--- src/rtl/fetch_pkg.sv ---
// Shared defaults for the instruction-fetch front end and the counter-width helper.
package fetch_pkg;
  localparam int FETCH_DEPTH    = 4;
  localparam int FETCH_RESET_PC = 0;
  localparam int FETCH_PC_STEP  = 4;

  // Counters must represent 0..depth inclusive.
  function automatic int cnt_w(input int depth);
    return $clog2(depth) + 1;
  endfunction
endpackage

--- src/rtl/fetch_fifo.sv ---
// Prefetch FIFO: pointer-based ring with synchronous clear and a zeroed head when empty.
module fetch_fifo
  import fetch_pkg::*;
#(
  parameter int W     = 64,
  parameter int DEPTH = FETCH_DEPTH
) (
  input  logic                     clk,
  input  logic                     rst_n,
  input  logic                     clr_i,
  input  logic                     push_i,
  input  logic [W-1:0]             din_i,
  input  logic                     pop_i,
  output logic [W-1:0]             head_o,
  output logic [cnt_w(DEPTH)-1:0]  occ_o
);
  localparam int AW = $clog2(DEPTH);
  localparam int CW = cnt_w(DEPTH);

  logic [W-1:0]  mem_q [DEPTH];
  logic [AW-1:0] rd_q, wr_q;
  logic [CW-1:0] occ_q;
  logic          do_pop;

  assign do_pop = pop_i && (occ_q != '0);

  always_ff @(posedge clk or negedge rst_n) begin
    if (!rst_n) begin
      rd_q  <= '0;
      wr_q  <= '0;
      occ_q <= '0;
    end else if (clr_i) begin
      rd_q  <= '0;
      wr_q  <= '0;
      occ_q <= '0;
    end else begin
      if (push_i) wr_q <= wr_q + 1'b1;
      if (do_pop) rd_q <= rd_q + 1'b1;
      occ_q <= occ_q + CW'(push_i) - CW'(do_pop);
    end
  end

  // Storage needs no reset: the head is masked while the FIFO is empty.
  always_ff @(posedge clk) begin
    if (push_i && !clr_i) mem_q[wr_q] <= din_i;
  end

  assign head_o = (occ_q != '0) ? mem_q[rd_q] : '0;
  assign occ_o  = occ_q;
endmodule

--- src/rtl/fetch_queue.sv ---
// Fetch front end: PC generator, credit-limited in-order IM requests, prefetch FIFO,
// and flush handling that discards responses still in flight for the old path.
module fetch_queue
  import fetch_pkg::*;
#(
  parameter int                ADDR_W   = 32,
  parameter int                INST_W   = 32,
  parameter int                DEPTH    = FETCH_DEPTH,
  parameter logic [ADDR_W-1:0] RESET_PC = ADDR_W'(FETCH_RESET_PC),
  parameter int                PC_STEP  = FETCH_PC_STEP
) (
  input  logic              clk,
  input  logic              rst,
  input  logic              flush,
  input  logic [ADDR_W-1:0] new_addr,
  output logic              im_req,
  output logic [ADDR_W-1:0] im_addr,
  input  logic              im_ready,
  input  logic              im_rvalid,
  input  logic [INST_W-1:0] im_rdata,
  output logic              id_valid,
  output logic [ADDR_W-1:0] id_pc,
  output logic [INST_W-1:0] id_inst,
  input  logic              id_ready
);
  localparam int CW = cnt_w(DEPTH);

  typedef struct packed {
    logic [ADDR_W-1:0] pc;
    logic [INST_W-1:0] inst;
  } entry_t;

  logic [ADDR_W-1:0] pc_q, pc_d, resp_pc_q, resp_pc_d;
  logic [CW-1:0]     outst_q, outst_d, drop_q, drop_d, occ;
  logic [CW:0]       inflight;
  logic              accept, stale, push, pop;
  entry_t            push_ent, head;

  // Credits cover both buffered entries and responses not yet returned.
  assign inflight = {1'b0, occ} + {1'b0, outst_q};
  assign im_req   = rst && !flush && (inflight < (CW+1)'(DEPTH));
  assign im_addr  = pc_q;
  assign accept   = im_req && im_ready;
  assign stale    = (drop_q != '0);
  assign push     = im_rvalid && !flush && !stale;
  assign pop      = id_valid && id_ready && !flush;
  assign push_ent = '{pc: resp_pc_q, inst: im_rdata};

  always_comb begin
    pc_d      = pc_q;
    resp_pc_d = resp_pc_q;
    outst_d   = outst_q;
    drop_d    = drop_q;
    if (flush) begin
      pc_d      = new_addr;
      resp_pc_d = new_addr;
      outst_d   = outst_q - CW'(im_rvalid);
      drop_d    = outst_q - CW'(im_rvalid);
    end else begin
      if (accept)            pc_d      = pc_q + ADDR_W'(PC_STEP);
      if (push)              resp_pc_d = resp_pc_q + ADDR_W'(PC_STEP);
      if (im_rvalid && stale) drop_d   = drop_q - 1'b1;
      outst_d = outst_q + CW'(accept) - CW'(im_rvalid);
    end
  end

  always_ff @(posedge clk or negedge rst) begin
    if (!rst) begin
      pc_q      <= RESET_PC;
      resp_pc_q <= RESET_PC;
      outst_q   <= '0;
      drop_q    <= '0;
    end else begin
      pc_q      <= pc_d;
      resp_pc_q <= resp_pc_d;
      outst_q   <= outst_d;
      drop_q    <= drop_d;
    end
  end

  fetch_fifo #(.W(ADDR_W + INST_W), .DEPTH(DEPTH)) u_fifo (
    .clk    (clk),
    .rst_n  (rst),
    .clr_i  (flush),
    .push_i (push),
    .din_i  (push_ent),
    .pop_i  (pop),
    .head_o (head),
    .occ_o  (occ)
  );

  assign id_valid = (occ != '0);
  assign id_pc    = head.pc;
  assign id_inst  = head.inst;

  // IM must never answer a request that was not issued.
  rsp_without_req: assert property (@(posedge clk) disable iff (!rst)
    im_rvalid |-> (outst_q != '0));
endmodule

--- config.mk ---
export PLATFORM = sky130hd
export DESIGN_NAME = fetch_queue
export DESIGN_NICKNAME = d
export VERILOG_FILES = /design/src/rtl/fetch_pkg.sv /design/src/rtl/fetch_fifo.sv /design/src/rtl/fetch_queue.sv
export SDC_FILE = /design/constraint.sdc
export NUM_CORES = 1
export LEC_CHECK = 0
export CORE_MARGIN = 2
export CORE_UTILIZATION = 50
export DETAILED_ROUTE_END_ITERATION = 12
export PLACE_DENSITY_LB_ADDON = 0.25
export SLEW_MARGIN = 20
export SYNTH_ARGS = -nofsm -noshare
export SYNTH_HDL_FRONTEND = slang
export SYNTH_SLANG_ARGS = --single-unit
--- constraint.sdc ---
create_clock -name clk -period 2.9 [get_ports clk]
set_input_delay 0.58 -clock clk [delete_from_list [all_inputs] [get_ports clk]]
set_output_delay 0.58 -clock clk [all_outputs]
set_load 0.02 [all_outputs]
==> results.toml <==
[outcome]
status = "finished, final reports clean"

[detailed_routing]
via_per_inst = 5.64
wire_per_inst_um = 20.3
vias = 8385
firstDrtPassIters = 7
antenna_violating_nets_post_route = 0
wl_um = 30200
drt_iter0_markers = 704
drc = 0

[logic_synthesis]
syn_nets = 974
synth-simple-area-share = 0.103
ys_top_cells_by_count = "256 x edfxtp_1, 77 x dfrtp_1, 68 x and2_1, 64 x mux4_2, 54 x nand2_1"
synth_ff_type = "edfxtp_1"
yosys.cell_count.top_type = "edfxtp_1"
synth_edf_count = 256
synth_xor_area_frac = 0.0280
yosysTopAreaCell = "edfxtp_1"
synth.avg_cell_area_um2 = 15.9
synth.area.top_cells = "edfxtp_1 55%, dfrtp_1 14%, mux4_2 10%"
yosys_register_bits = 333
ys_types = 50
synth_top_family_by_area = "multiplexers"
synth_compound_area_frac = 0.0400
synthAdderAreaFrac = 0.0170
synthDominantCellAreaShare = 0.545
syn_inst = 886
ys_async_sr_fraction = 0.231
muxShareOfSynthArea = 0.110
synthesis.area_um2 = 14100
seq_area_frac_synth = 0.682
ys_warn_count = 0

[sta]
worst_hold_slack_ns = 0.115
timing.final.crit_share = 0.973
max_slew_margin = 0.504
finalSetupTns_ns = 0
tightest_slew_ns = 0.744
setup_ws_ns = 0.0775
maxSlewViolCount = 0
final_hold_viol_count = 0
period_minus_slack_ns = 2.82
finalSetupViolations = 0
clock_skew_ns = 0.00937
fmax_ghz = 0.354

[global_route]
grt_util_all_layers = 0.210
grt_max_degree = 75
antenna_found_initial = 0
grt_pass1_vias = 8476
grt_overflow = 0
grt_pass1_wl_um = 47400

[power]
power.internal_mw = 10.2
p_total_mw = 14.4
p_leak_nw = 6.32
power_density_nw_per_um2 = 814
power_frac_comb = 0.281
power_switching_mw = 4.13
p_seq_frac = 0.400
clkPwrFrac = 0.319
vdd_drop_max_uv = 380
p_sw_frac = 0.288

[run]
drv_cap = 0

[floorplan]
initial_utilization = 0.507
rows = 61
die_w_um = 172
die-area_um2 = 29600
die_h_um = 172
ios = 168
core_area_um2 = 27800

[finish]
multi_input_area_um2 = 4220
num_antenna_cells = 0
area_growth_pct = 25.3
fill_cells = 2056
drive_gt1_frac = 0.164
final_util = 0.636
nets = 1171
seq_area_um2 = 9620

[worst_setup_path]
max_stage_delay_ns = 0.51
path_buf_inv = 3
crit_type = "reg -> out"
required_ns = 2.32
critPathCaptureType = "output pin"
critical_path.top_delay_family = "buffers and inverters"
cp_common_cell = "buf_12"
crit_chain = "buf_12, buf_12, mux4_2, and2_1, dlygate4sd2_1"
r2r_slack_ns = 0.17
slowest_stage = "mux4_2"
cp-start-kind = "register"
timing.critical_path.from = "u_fifo.rd_q[0]"
cp.depth = 5
regToRegStartpoint = "outst_q[2]"
critPathCapture = "id_inst[30]"
critical_path_arrival_ns = 2.24
r2r_end = "outst_q[2]"
r2r_cells = 11
worst-path-max-fanout = 14

[cts]
cts_buffers = 36
tritoncts = "yes"
hold_buffers = 0
ctsLongestPathBuffers = 3
clk_latency_ns = 0.50
cts_sinks = 333
cts-root-buf = "clkbuf_16"
clk_pin_slew_worst_paths_ns = 0.06
htreeDepth = 2

[place]
dp_slack_ns = 0.107
gp_congestion = 0.917
port_buffers = 167
place_hpwl_um = 19200

[worst_hold_path]
holdCritPathClass = "in -> async"
==> layout make-up <==
type	instances	share of cell area
Sequential cell	333	0.544
Multi-Input combinational cell	483	0.239
Timing Repair Buffer	200	0.115
Clock buffer	41	0.0538
Tap cell	378	0.0268
Clock inverter	24	0.0144
Inverter	29	0.00630
==> registers in the layout, indices dropped and copies added, names as in the netlist <==
register,cells
u_fifo.wr_q,2
u_fifo.rd_q,2
resp_pc_q,32
drop_q,3
u_fifo.occ_o,3
u_fifo.mem_q,256
outst_q,3
im_addr,32
==> cells in the final DEF, fill, tap and decap left out, types with 4 or more instances in the layout <==
cell type / synthesis / final
a21boi_0: 4 / 4
a21oi_1: 6 / 6
and2_1: 68 / 68
and3_1: 14 / 10
and3_2: 0 / 4
and4_1: 6 / 5
buf_12: 0 / 14
buf_4: 1 / 18
bufinv_16: 0 / 5
clkbuf_16: 0 / 37
clkdlybuf4s15_1: 0 / 4
clkdlybuf4s50_1: 0 / 99
clkinv_1: 1 / 8
clkinv_2: 0 / 6
dfrtp_1: 77 / 75
dlygate4sd2_1: 0 / 61
edfxtp_1: 256 / 256
ha_1: 16 / 16
inv_1: 27 / 27
mux2_2: 9 / 9
mux4_2: 64 / 64
nand2_1: 54 / 54
nand2b_1: 7 / 7
nand3_1: 36 / 36
nand4_1: 14 / 14
nor2_1: 23 / 23
nor3_1: 7 / 7
nor4_1: 11 / 11
o211ai_1: 10 / 10
o21ai_0: 38 / 38
o311ai_0: 16 / 16
or4_1: 4 / 4
xnor2_1: 27 / 27
xor2_1: 18 / 18
==> power by group through the flow <==
| stage | Combinational (mW) | Sequential (mW) | Clock (mW) |
|---|---|---|---|
| finish | 4.03 | 5.76 | 4.59 |
| global route | 4.38 | 5.79 | 4.87 |
| CTS | 4.09 | 5.75 | 4.69 |
| detailed placement | 4.22 | 5.91 | 0 |
| global placement | 4.19 | 5.89 | 0 |
| floorplan | 2.44 | 5.82 | 0 |
==> routing by layer <==
metal | global-route usage | share of wire
met5 | 0 | 0
met2 | 0.347 | 0.48
met4 | 0.0449 | 0.015
met3 | 0.0339 | 0.063
met1 | 0.298 | 0.44
==> worst min-delay path by stage <==
stage	startpoint	end	slack [ns]	cells past startpoint
after detailed placement	resp_pc_q[0]	u_fifo.mem_q[1][32]	0.52	0
final	rst	im_addr[15]	0.11	2
after global routing	rst	im_addr[15]	0.12	2
after floorplan	rst	drop_q[0]	0.28	0
after global placement	resp_pc_q[0]	u_fifo.mem_q[3][32]	0.50	0
after CTS	rst	im_addr[19]	0.11	2
==> per-stage QoR <==
step                      instances  area [um^2]
after detailed placement       1416        16400
after CTS                      1488        17600
after global placement         1416        16400
after floorplan                 886        14100
final                          1488        17700
after global routing           1488        17700
==> repair_timing <==
item,4_1_cts,5_1_grt
gates resized for setup,65,10
setup buffers,7,0
hold endpoints to repair,0,0
setup endpoints to repair,65,21
==> cell families after synthesis <==
group	Yosys count
mux	74
xor+xnor	45
fa+ha+maj	18
flops	333
simple gates	260
compound gates	86
buf+inv	70
==> worst reg2reg max path: cells and delay by family (launching register included) <==
family	cells	cell delay [ns]
adders and majority gates	4	1.17
and+or+nand+nor	2	0.51
DFF	1	0.42
xor gates and xnor gates	2	0.32
AOI/OAI and AO/OA	1	0.18
buffers and inverters	2	0.07
Note: power is estimated with default switching activity, not from simulation.
